**config.mk**
```make
export PLATFORM = sky130hd
export DESIGN_NAME = serial_frame_assembler
export DESIGN_NICKNAME = d
export VERILOG_FILES = /design/src/rtl/serial_frame_assembler.sv
export SDC_FILE = /design/constraint.sdc
export NUM_CORES = 1
export LEC_CHECK = 0
export CELL_PAD_IN_SITES_DETAIL_PLACEMENT = 1
export CELL_PAD_IN_SITES_GLOBAL_PLACEMENT = 1
export CORE_ASPECT_RATIO = 0.75
export CORE_MARGIN = 2
export CORE_UTILIZATION = 43
export DETAILED_ROUTE_END_ITERATION = 12
export PLACE_DENSITY_LB_ADDON = 0.15
export SYNTH_ARGS = -nofsm -noshare
export SYNTH_HDL_FRONTEND = slang
export SYNTH_SLANG_ARGS = --single-unit
```
**constraint.sdc**
```tcl
create_clock -name clk -period 2.75 [get_ports clk]
set_input_delay 0.4125 -clock clk [delete_from_list [all_inputs] [get_ports clk]]
set_output_delay 0.4125 -clock clk [all_outputs]
set_load 0.005 [all_outputs]
```
**src/rtl/serial_frame_assembler.sv**
```systemverilog
// Serial-to-parallel frame assembler: shifts qualified bits MSB-first into a word and
// pushes complete words into a small valid/ready FIFO with overflow and frame counting.
module serial_frame_assembler #(
    parameter int unsigned FRAME_BITS = 10,
    parameter int unsigned FIFO_DEPTH = 2,
    parameter int unsigned CNT_W      = 8
) (
    input  logic                             clk,
    input  logic                             rst,
    input  logic                             i_clk_en,
    input  logic                             i_ser_in,
    input  logic                             i_ser_in_valid,
    input  logic                             i_data_ready,
    input  logic                             i_clr_flags,
    output logic [FRAME_BITS-1:0]            o_data_out,
    output logic                             o_data_valid,
    output logic [$clog2(FRAME_BITS+1)-1:0]  o_bit_cnt,
    output logic                             o_short_err,
    output logic                             o_overflow,
    output logic [CNT_W-1:0]                 o_frame_cnt
);

    localparam int unsigned BW = $clog2(FRAME_BITS + 1);
    localparam int unsigned AW = $clog2(FIFO_DEPTH);
    localparam logic [BW-1:0] LAST_BIT = BW'(FRAME_BITS - 1);

    typedef enum logic [0:0] {StIdle, StRecv} state_t;

    state_t                r_state, w_state_d;
    logic [FRAME_BITS-2:0] r_shift, w_shift_d;
    logic [BW-1:0]         r_bit_cnt, w_bit_cnt_d;
    logic                  r_short_err, w_short;
    logic                  w_push;
    logic [FRAME_BITS-1:0] w_word;

    logic [FRAME_BITS-1:0] r_mem [FIFO_DEPTH];
    logic [AW:0]           r_wr_ptr, r_rd_ptr;
    logic                  r_overflow;
    logic [CNT_W-1:0]      r_frame_cnt;
    logic                  w_empty, w_full, w_pop, w_accept, w_ovf_set;

    always_ff @(posedge clk or posedge rst) begin
        if (rst) begin
            r_state     <= StIdle;
            r_shift     <= '0;
            r_bit_cnt   <= '0;
            r_short_err <= 1'b0;
        end else begin
            r_state     <= w_state_d;
            r_shift     <= w_shift_d;
            r_bit_cnt   <= w_bit_cnt_d;
            r_short_err <= w_short;
        end
    end

    always_comb begin
        w_state_d   = r_state;
        w_shift_d   = r_shift;
        w_bit_cnt_d = r_bit_cnt;
        w_push      = 1'b0;
        w_short     = 1'b0;
        w_word      = {r_shift, i_ser_in};
        if (i_clk_en) begin
            case (r_state)
                StIdle: begin
                    if (i_ser_in_valid) begin
                        w_shift_d   = (FRAME_BITS-1)'(i_ser_in);
                        w_bit_cnt_d = BW'(1);
                        w_state_d   = StRecv;
                    end
                end
                StRecv: begin
                    if (!i_ser_in_valid) begin
                        w_shift_d   = '0;
                        w_bit_cnt_d = '0;
                        w_short     = 1'b1;
                        w_state_d   = StIdle;
                    end else if (r_bit_cnt == LAST_BIT) begin
                        w_push      = 1'b1;
                        w_shift_d   = '0;
                        w_bit_cnt_d = '0;
                        w_state_d   = StIdle;
                    end else begin
                        w_shift_d   = w_word[FRAME_BITS-2:0];
                        w_bit_cnt_d = r_bit_cnt + BW'(1);
                    end
                end
                default: w_state_d = StIdle;
            endcase
        end
    end

    // Extra pointer MSB distinguishes full from empty when the index bits match.
    assign w_empty   = (r_wr_ptr == r_rd_ptr);
    assign w_full    = (r_wr_ptr[AW] != r_rd_ptr[AW]) && (r_wr_ptr[AW-1:0] == r_rd_ptr[AW-1:0]);
    assign w_pop     = !w_empty && i_data_ready;
    assign w_accept  = w_push && (!w_full || w_pop);
    assign w_ovf_set = w_push && w_full && !w_pop;

    always_ff @(posedge clk or posedge rst) begin
        if (rst) begin
            for (int i = 0; i < int'(FIFO_DEPTH); i++) r_mem[i] <= '0;
            r_wr_ptr    <= '0;
            r_rd_ptr    <= '0;
            r_overflow  <= 1'b0;
            r_frame_cnt <= '0;
        end else begin
            if (w_accept) begin
                r_mem[r_wr_ptr[AW-1:0]] <= w_word;
                r_wr_ptr                <= r_wr_ptr + (AW+1)'(1);
                r_frame_cnt             <= r_frame_cnt + CNT_W'(1);
            end
            if (w_pop) r_rd_ptr <= r_rd_ptr + (AW+1)'(1);
            if (w_ovf_set)        r_overflow <= 1'b1;
            else if (i_clr_flags) r_overflow <= 1'b0;
        end
    end

    assign o_data_out   = w_empty ? '0 : r_mem[r_rd_ptr[AW-1:0]];
    assign o_data_valid = !w_empty;
    assign o_bit_cnt    = r_bit_cnt;
    assign o_short_err  = r_short_err;
    assign o_overflow   = r_overflow;
    assign o_frame_cnt  = r_frame_cnt;

endmodule

```
==> run_results.csv <==
group,metric,value,unit
sta,hold_viol,0,
sta,fmax,0.417,GHz
synth,yosys-top-cells-count,"dfrtp_1, mux2_2, inv_1, nor2_1",
floorplan,start_util,45.1,%
synth,synth_mux_area_share,16.6,%
worst_setup_path,worst_path_largest_cell_delay,460,ps
place,place_ws,469,ps
pwr,irDropWorstVdd,0.261,mV
clock_tree,clockRootBuffer,"clkbuf_8",
place,hpwl,3700,µm
clock_tree,post_cts_buffers,0,
place,numPortBuffers,31,
pwr,power_density,558,nW/µm²
pwr,p_sw,451,µW
synth,synth_xor_area_share,5.10,%
clock_tree,cts_hold_buf,0,
synth,synth-main-ff-cell,"dfrtp_1",
clock_tree,clock_latency,290,ps
grt,antenna_found_initial,0,
detailed_routing,drc_errors,0,
detailed_routing,drtIter0Drc,50,
synth,syn_inst,179,
worst_setup_path,slowest_stage,"clkdlybuf4s50_1",
detailed_routing,wire_per_inst,18.3,µm
sta,slew_headroom,52.1,%
place,gp_congestion,0.755,
outcome,status,"complete, no violations",
worst_setup_path,end_kind,"primary output",
synth,synth_fp_nets,189,
worst_setup_path,cp.required,2340,ps
synth,synth_top_family_by_area,"multiplexers",
floorplan,die_h,66.4,µm
final_layout,area_growth_syn_to_layout,22.2,%
pwr,intPower,1.07,mW
pwr,pwr-share-clk,27.7,%
hold_path,hold_class,"in -> async",
grt,grt_overflow_total,0,
final_layout,diodes,0,
worst_setup_path,crit_chain,"xnor2_1, and2_2, inv_1, clkdlybuf4s50_1",
synth,synthArstFlopShare,100,%
synth,synth_compound_area_share,8.40,%
clock_tree,cts_num_sinks,48,
sta,setup_viol,0,
sta,rsz0062_at_grt,"no",
synth,ys_ff_latch,48,
synth,synth_area_leaders,"dfrtp_1, mux2_4, mux2_2, mux2i_1, xnor2_1",
worst_setup_path,worstPathArrival,1990,ps
final_layout,drive_gt1_share,21.0,%
worst_setup_path,worstReg2RegStart,"o_bit_cnt[1]",
sta,worst_pin_slew,715,ps
detailed_routing,drt-total-wl,5110,µm
sta,fin_crit_sh,87.3,%
sta,skew,6.40,ps
synth,postSynthAreaPerCell,12.5,µm²
clock_tree,cts.path.max_buffers,2,
clock_tree,numCtsBuffers,5,
clock_tree,cts.reportedPaths.clkPinSlew,90,ps
synth,synth_most_common_cell,"dfrtp_1",
pwr,p_leak,1.33,nW
clock_tree,cts_tree,"done",
worst_setup_path,start_kind,"flop",
grt,grt_pass1_vias,1629,
synth,synth_top_area_share,53.8,%
synth,synth-simple-area-share,10.4,%
detailed_routing,drtAntennaViolNets,0,
floorplan,rows,22,
sta,slew_violations,0,
sta,tns,0,ps
synth,yosysUniqueCellTypes,35,
sta,setup_ws,349,ps
pwr,power_frac_seq,50.8,%
final_layout,final_nets,228,
worst_setup_path,cp_max_fo,11,
sta,holdWs,473,ps
pwr,p_comb_share,21.5,%
pwr,power_switching_share,29.6,%
floorplan,coreArea,4950,µm²
worst_setup_path,timing.critical_path.from,"r_wr_ptr[0]",
detailed_routing,num_vias,1489,
synth,syn_area,2230,µm²
clock_tree,htreeDepth,2,
sta,period_needed,2400,ps
floorplan,die_width,87.2,µm
detailed_routing,dr.pass1.iters,4,
synth,synth_area_leader_cell,"dfrtp_1",
clock_tree,postCtsResizedCells,0,
synth,yosys_warnings,0,
synth,seq_area_frac_synth,53.8,%
grt,grt_pass1_wl,8420,µm
synth,synthAdderAreaFrac,1.68,%
floorplan,ios,32,
detailed_routing,viasPerCell,5.34,
grt,grt_max_degree,25,
synth,synth_edf_count,0,
floorplan,die_area,5790,µm²
job,max-cap-violations,0,
grt,grt_usage,19.5,%
worst_setup_path,worstSetupPathType,"reg -> out",
==> worst max-delay path, delay by kind of cell, from the launching register on <==
kind | cells | cell delay [ps]
buffers and inverters | 2 | 590
XOR/XNOR | 1 | 290
AND/OR/NAND/NOR | 1 | 400
flip-flops | 1 | 420
==> area by class of cell <==
| class | instances | area (µm²) |
|---|---|---|
| well taps | 60 | 75.1 |
| multi-input cells | 112 | 942 |
| flip-flops and latches | 48 | 1200 |
| repair buffers | 40 | 378 |
| clock inverters | 2 | 10.0 |
| clock buffers | 6 | 82.6 |
| fillers | 527 | 2220 |
| inverters | 11 | 41.3 |
==> registers in the layout, indices dropped and copies added, names as in the netlist <==
signal and flops:
o_bit_cnt 4, o_frame_cnt 8, o_overflow 1, o_short_err 1, r_mem 20, r_rd_ptr 2, r_shift 9, r_state 1
r_wr_ptr 2
==> layout by cell type, fill, tap and decap left out, types with 8 or more instances in the layout <==
cell and count:
dfrtp_1 48, clkdlybuf4s50_1 31, mux2_2 12, nor2_1 11, inv_1 10, xnor2_1 10
mux2i_1 10, a22o_1 9, mux2_4 9, buf_4 9, nand3_1 8
==> routing by layer <==
layer | vias up | track usage [%] | wire (µm)
met3 | 2 | 3.75 | 105
li1 | 703 | - | -
met4 | 0 | 3.46 | 12
met1 | 763 | 26.9 | 2450
met2 | 21 | 32.6 | 2540
met5 | - | 0 | 0
==> stage by stage <==
| step | instances | power [mW] | instance area (µm²) | util (%) |
|---|---|---|---|---|
| 2_1_floorplan | 179 | 0.997 | 2230 | - |
| 3_3_place_gp | 271 | 1.09 | 2640 | 53.2 |
| 3_5_place_dp | 271 | 1.11 | 2640 | 53.2 |
| 4_1_cts | 279 | 1.54 | 2730 | 55.1 |
| 5_1_grt | 279 | 1.61 | 2730 | 55.1 |
| 6_report | 279 | 1.52 | 2730 | 55.1 |
==> path summary, 6_finish.rpt <==
check | cells after the start | slack, ps | end
worst max-delay path | 4 | 350 | o_data_valid
worst min-delay path | 2 | 470 | r_mem[16]
worst max register to register | 6 | 650 | r_mem[13]
worst min register to register | 1 | 480 | o_frame_cnt[7]
max in group asynchronous | 3 | 1680 | r_wr_ptr[0]
min in group clk | 1 | 480 | o_frame_cnt[7]
==> cell families (layout without fill, tap and decap cells) <==
kind of cell,Yosys count,count (layout)
adders and majority gates,3,3
DFF,48,48
AOI/OAI and AO/OA,24,24
buffers and inverters,19,59
and+or+nand+nor,41,41
xor gates and xnor gates,13,13
muxes,31,31
==> power by group through the flow <==
stage          Sequential [mW]  Combinational, mW  Clock (mW)
2_1_floorplan            0.775              0.222           0
3_3_place_gp             0.785              0.309           0
3_5_place_dp             0.788              0.327           0
4_1_cts                  0.775              0.328       0.440
5_1_grt                  0.779              0.359       0.472
6_report                 0.775              0.327       0.422
Note: power is estimated with default switching activity, not from simulation.
